--- config.mk ---
export PLATFORM = sky130hd
export DESIGN_NAME = ahb_arbiter
export DESIGN_NICKNAME = d
export VERILOG_FILES = /design/src/rtl/ahb_arbiter.sv
export SDC_FILE = /design/constraint.sdc
export NUM_CORES = 1
export LEC_CHECK = 0
export BUFFER_PORTS_ARGS = -buffer_cell sky130_fd_sc_hd__buf_4
export CORE_MARGIN = 2
export CORE_UTILIZATION = 30
export DETAILED_ROUTE_END_ITERATION = 7
export PLACE_DENSITY = 0.6
export SLEW_MARGIN = 40
export SYNTH_ARGS = -nofsm -noshare
export SYNTH_HDL_FRONTEND = slang
export SYNTH_SLANG_ARGS = --single-unit
--- constraint.sdc ---
create_clock -name HCLK -period 2 [get_ports HCLK]
set_input_delay 0.4 -clock HCLK [delete_from_list [all_inputs] [get_ports HCLK]]
set_output_delay 0.4 -clock HCLK [all_outputs]
set_load 0.05 [all_outputs]
--- src/rtl/ahb_arbiter.sv ---
// Four-master AHB bus arbiter: round-robin grant with fixed-length burst hold and locked-transfer
// hold; all outputs registered and advance only on accepted (HREADY=1) transfers.
module ahb_arbiter #(
  parameter int unsigned NUM_MASTERS    = 4,
  parameter int unsigned DEFAULT_MASTER = 0
) (
  input  logic                   HCLK,
  input  logic                   HRESET,
  input  logic [NUM_MASTERS-1:0] HBUSREQ,
  input  logic [NUM_MASTERS-1:0] HLOCK,
  input  logic [1:0]             HTRANS,
  input  logic [2:0]             HBURST,
  input  logic                   HREADY,
  output logic [NUM_MASTERS-1:0] HGRANT,
  output logic [1:0]             HMASTER,
  output logic                   HMASTLOCK
);

  localparam logic [1:0] ST_ARB   = 2'd0;
  localparam logic [1:0] ST_BURST = 2'd1;
  localparam logic [1:0] ST_LOCK  = 2'd2;

  localparam logic [1:0] TR_IDLE   = 2'b00;
  localparam logic [1:0] TR_BUSY   = 2'b01;
  localparam logic [1:0] TR_NONSEQ = 2'b10;
  localparam logic [1:0] TR_SEQ    = 2'b11;

  localparam logic [1:0]             DEF_IDX   = DEFAULT_MASTER[1:0];
  localparam logic [NUM_MASTERS-1:0] ONE       = {{(NUM_MASTERS-1){1'b0}}, 1'b1};
  localparam logic [NUM_MASTERS-1:0] DEF_GRANT = ONE << DEF_IDX;

  logic [1:0]             r_state;
  logic [3:0]             r_cnt;
  logic [NUM_MASTERS-1:0] r_grant;
  logic [1:0]             r_master;
  logic                   r_mastlock;

  logic [1:0] w_g;
  logic [1:0] w_rr;
  logic       w_found;
  logic [3:0] w_len_m1;
  logic       w_fixed;
  logic [1:0] w_state_nxt;
  logic [3:0] w_cnt_nxt;
  logic [1:0] w_gidx_nxt;

  // Grant is one-hot by construction, so a priority encode recovers its index.
  always_comb begin
    w_g = 2'd0;
    for (int i = 0; i < NUM_MASTERS; i++) begin
      if (r_grant[i]) w_g = i[1:0];
    end
  end

  always_comb begin
    w_rr    = DEF_IDX;
    w_found = 1'b0;
    for (int k = 1; k <= NUM_MASTERS; k++) begin
      if (!w_found && HBUSREQ[w_g + k[1:0]]) begin
        w_rr    = w_g + k[1:0];
        w_found = 1'b1;
      end
    end
  end

  always_comb begin
    case (HBURST)
      3'b010, 3'b011: w_len_m1 = 4'd3;
      3'b100, 3'b101: w_len_m1 = 4'd7;
      3'b110, 3'b111: w_len_m1 = 4'd15;
      default:        w_len_m1 = 4'd0;
    endcase
  end

  assign w_fixed = (HBURST[2:1] != 2'b00);

  always_comb begin
    w_state_nxt = r_state;
    w_cnt_nxt   = r_cnt;
    w_gidx_nxt  = w_g;
    case (r_state)
      ST_ARB: begin
        if (HLOCK[w_g] && HBUSREQ[w_g]) begin
          w_state_nxt = ST_LOCK;
        end else if (HTRANS == TR_NONSEQ && w_fixed) begin
          w_state_nxt = ST_BURST;
          w_cnt_nxt   = w_len_m1;
        end else begin
          w_gidx_nxt = w_rr;
        end
      end
      ST_BURST: begin
        case (HTRANS)
          TR_SEQ: begin
            // Counter never goes below 1 here; the beat seen at 1 is the last.
            if (r_cnt <= 4'd1) begin
              w_cnt_nxt = 4'd0;
              if (HLOCK[w_g]) begin
                w_state_nxt = ST_LOCK;
              end else begin
                w_state_nxt = ST_ARB;
                w_gidx_nxt  = w_rr;
              end
            end else begin
              w_cnt_nxt = r_cnt - 4'd1;
            end
          end
          TR_BUSY: ;
          default: begin
            w_cnt_nxt   = 4'd0;
            w_state_nxt = ST_ARB;
            w_gidx_nxt  = w_rr;
          end
        endcase
      end
      ST_LOCK: begin
        if (!HLOCK[w_g] && HTRANS == TR_IDLE) begin
          w_state_nxt = ST_ARB;
          w_gidx_nxt  = w_rr;
        end
      end
      default: begin
        w_state_nxt = ST_ARB;
        w_cnt_nxt   = 4'd0;
      end
    endcase
  end

  always_ff @(posedge HCLK or posedge HRESET) begin
    if (HRESET) begin
      r_state    <= ST_ARB;
      r_cnt      <= 4'd0;
      r_grant    <= DEF_GRANT;
      r_master   <= 2'd0;
      r_mastlock <= 1'b0;
    end else if (HREADY) begin
      r_state    <= w_state_nxt;
      r_cnt      <= w_cnt_nxt;
      r_grant    <= ONE << w_gidx_nxt;
      r_master   <= w_g;
      r_mastlock <= HLOCK[w_g];
    end
  end

  assign HGRANT    = r_grant;
  assign HMASTER   = r_master;
  assign HMASTLOCK = r_mastlock;

endmodule

==> results list <==
- The first routing iteration left 68 violations.
* Filler instances: 358
- Area of the mapped netlist: 0.00111 sq mm
* Synthesized Nets: 151
- Minimum hold slack: 0.185 ns
- Across the run, the number of max-cap violations was 0.
- The synthesized design contains 13 register bits.
- Counting along the longest clock path gives a buffer depth of 2.
- Once layout is complete, the utilization of the core stands at 42.7%.
- The placed instances occupy a cell area of 0.00141 sq mm.
- IR drop worst, VDD: 0.000684 V
- Via-per-instance ratio: 5.17
- Total area of multi-input combinational cells: 758 sq um
- Die Y-Extent: 64.9 microns
- The initial utilization of the core area, before any placement, comes to 30.8%.
- The biggest area contributor in the post-synthesis netlist is dfrtp_1.
* Clock Skew: 0.00348 ns
* Data arrival time of the critical path: 2.30 ns
- Least setup slack across all paths after layout: -0.134 ns
- Global routing consumed, over all layers together, 14.8% of the routing resources.
* Leftover overflow at the end of global routing: 0
* Unrepaired setup endpoints after global routing: yes
* Weighted congestion at the end of routability-driven global placement: 0.853
* Number of I/O pins: 23
- Yosys mapped the design onto 52 distinct sky130hd cell types.
* Die width: 64.9 microns
- Sequential-to-total area share from yosys stat: 29.4%
- The flow ran to the end, but the final reports show violations.
- The initial antenna violation count came to 0.
- Avg Synthesized Cell Area: 8.36 sq um
* Final Critical Period: 2.13 ns
* Wirelength per Cell: 13.2 microns
- Final std cell area, no fill: 0.00154 sq mm
- Combinational share of power: 68.8%
* Kind of critical path: reg2reg
- Sequential cells account for 21.0% of the total power.
* Maximum clock frequency: 469 MHz
- The worst setup path is launched from a flop.
- Top cell type's share of synthesized area: 27.0%
- Primary FF master, synth: dfrtp_1
- TritonCTS buffer count: 3
* Power Internal: 0.00123 W
- The synthesized design contains 0 enable-type register cells.
- Worst-skew pair later-pin latency: 0.24 ns
- The die covers 0.00421 sq mm.
* Global-route wire length before repair: 4950 microns
- The cell sitting at the root of the clock tree is a clkbuf_8.
- Remaining max-slew budget at the tightest pin: 66.2%
- After the last flow step, the layout net total stands at 190.
- Compared with the post-synthesis result, the final layout area differs by 38.5%.
- Entering global routing, the biggest net connects 14 pins.
- Row count: 22
- At the pin with the least slew margin, the transition time is 0.506 ns.
* Total count of max-transition violations in the final report: 0
- In this run switching power makes up 46.4% of total power.
- The number of hold-slack violations in the final timing report came to 0.
* Share of synthesized flip-flops with an asynchronous set or reset: 100%
- Core area: 0.00361 sq mm
- Data on the critical path is required at its endpoint by 2.16 ns.
- Setup violations remaining at the end of the flow were counted as 4.
- The count of nets left with antenna violations once routing finished came out at 0.
* Classification of the worst-slack hold path: in2async
- The repair_antennas step left the layout with diodes totalling 0.
- Quantity of I/O buffers inserted on ports: 21
- Pre-antenna DRT Iters: 4
- Main area contributors after synthesis: dfrtp_1, nor2_1, o21ai_0
- Across all layers, the routed design uses 1133 vias.
- Post-DP HPWL: 2170 microns
- Share of cells above drive strength 1: 40.9%
- Net switching power of the design: 0.00107 W
- Critical Path End Type: flop
- Violated checks: setup timing
- Number of instances in the synthesized netlist: 133
* Ys Warns: 0
- For this design, the CTS-stage hold fixing added 0 buffers.
* DR DRC count: 0
* Setup slack, reg-to-reg: -0.13 ns
* Number of global-route vias before repair: 1101
- After clock tree synthesis, the clock-pin slew on the worst setup and hold paths is 0.06 ns.
- Of all nets on the critical path, the largest fanout is 3.
- Wires add up to 2890 microns.
* TritonCTS clock tree: done
- The clock network accounts for 10.2% of the total power.
* Share of the clock period used by the worst path after layout: 107%
- Power density over the cells: 1490 mW/mm^2
- In this run the number of H-tree levels came out at 1.
* LEAKAGE: 0.649 nW
* Clk sinks: 13
- Flip-flop and latch area: 330 sq um
## cells by family (layout without fill, tap and decap cells)
group	count (synthesis)	in the layout	synth area share [%]
DFF	13	13	29.4
AOI/OAI and AO/OA	47	47	31.5
muxes	4	4	4.05
adders and majority gates	2	2	2.25
buffers and inverters	16	54	6.86
and+or+nand+nor	50	50	25.2
xor gates and xnor gates	1	1	0.788
## path summary, 6_finish.rpt
check,endpoint,cells after the start,start
setup / recovery,HGRANT[3]$_DFFE_PP0P_,9,r_cnt[1]$_DFFE_PP0P_
hold / removal,HMASTLOCK$_DFFE_PP0P_,2,HRESET
setup reg to reg,HGRANT[3]$_DFFE_PP0P_,9,r_cnt[1]$_DFFE_PP0P_
hold reg to reg,HMASTLOCK$_DFFE_PP0P_,1,HMASTLOCK$_DFFE_PP0P_
max in group asynchronous,HGRANT[1]$_DFFE_PP0P_,2,HRESET
min in group HCLK,HGRANT[3]$_DFFE_PP0P_,2,HREADY
## final cells by class
type | count | area share, %
Multi-Input combinational cell | 104 | 49.2
Sequential cell | 13 | 21.4
Timing Repair Buffer | 42 | 20.5
Tap cell | 48 | 3.90
Clock buffer | 3 | 2.68
Inverter | 8 | 1.95
Clock inverter | 1 | 0.325
## repair_timing
action / CTS / global route
endpoints found under the setup margin: 4 / 5
gates resized for setup: 10 / 1
setup buffers: 3 / 2
pin swaps: 1 / 0
hold endpoints to repair: 0 / 0
## Yosys cell counts (2+ instances only)
master,count
nand3_1,4
mux2i_1,2
a31oi_1,2
a21oi_1,9
dfrtp_1,12
nor3b_1,5
nor2_1,18
nand2_1,5
nor2b_1,2
o21ai_0,10
ha_1,2
inv_1,7
a211oi_1,3
nor3_1,5
clkbuf_1,4
a22o_1,2
o21ai_1,2
buf_4,2
o32ai_1,2
nand4_1,2
o211ai_1,2
## flip-flops by register name, summed over array words and instances (netlist names)
register / count
r_cnt: 4
HGRANT: 4
HMASTER: 2
r_state: 2
HMASTLOCK: 1
## power groups by stage
stage               logic (W)  registers [W]  clock network, W
floorplan            0.000798       0.000678                 0
global placement      0.00141       0.000475                 0
detailed placement    0.00143       0.000479                 0
CTS                   0.00154       0.000479          0.000242
global route          0.00172       0.000499          0.000258
finish                0.00158       0.000482          0.000235
## metrics by stage
step | instances | power [W] | setup TNS, ns | setup WS, ns
2_1_floorplan | 133 | 0.00148 | -0.273 | -0.106
3_3_place_gp | 210 | 0.00189 | -0.391 | -0.144
3_5_place_dp | 210 | 0.00191 | -0.603 | -0.196
4_1_cts | 217 | 0.00226 | -0.237 | -0.113
5_1_grt | 219 | 0.00247 | -0.882 | -0.222
6_report | 219 | 0.00230 | -0.314 | -0.134
## per-layer routing
metal / vias up / GRT usage (%) / wire, microns
met5: - / 0 / 0
met4: 0 / 6.91 / 66
met3: 7 / 2.95 / 123
met2: 30 / 23.6 / 1320
met1: 528 / 19.2 / 1380
li1: 568 / - / -
## worst max-delay path, stage by stage (launching register included)
cell and delay, ns:
dfrtp_1 0.39, inv_2 0.12, ha_4 0.15, nor2_2 0.03
or4b_4 0.50, o32ai_2 0.23, a21oi_2 0.07, a31o_1 0.23
o21a_1 0.13, a211oi_2 0.20
## placed cells by master, fill, tap and decap left out, drive strengths merged, types with 3 or more instances in the layout
cell type | netlist | final
a21oi | 10 | 10
inv | 8 | 8
mux2i | 3 | 3
dfrtp | 12 | 12
nor3 | 6 | 6
nand3 | 4 | 4
clkbuf | 4 | 3
nand2 | 5 | 5
a211oi | 5 | 5
nor2 | 19 | 19
o21ai | 12 | 12
buf | 4 | 42
nor3b | 6 | 6
Note: power is estimated with default switching activity, not from simulation.
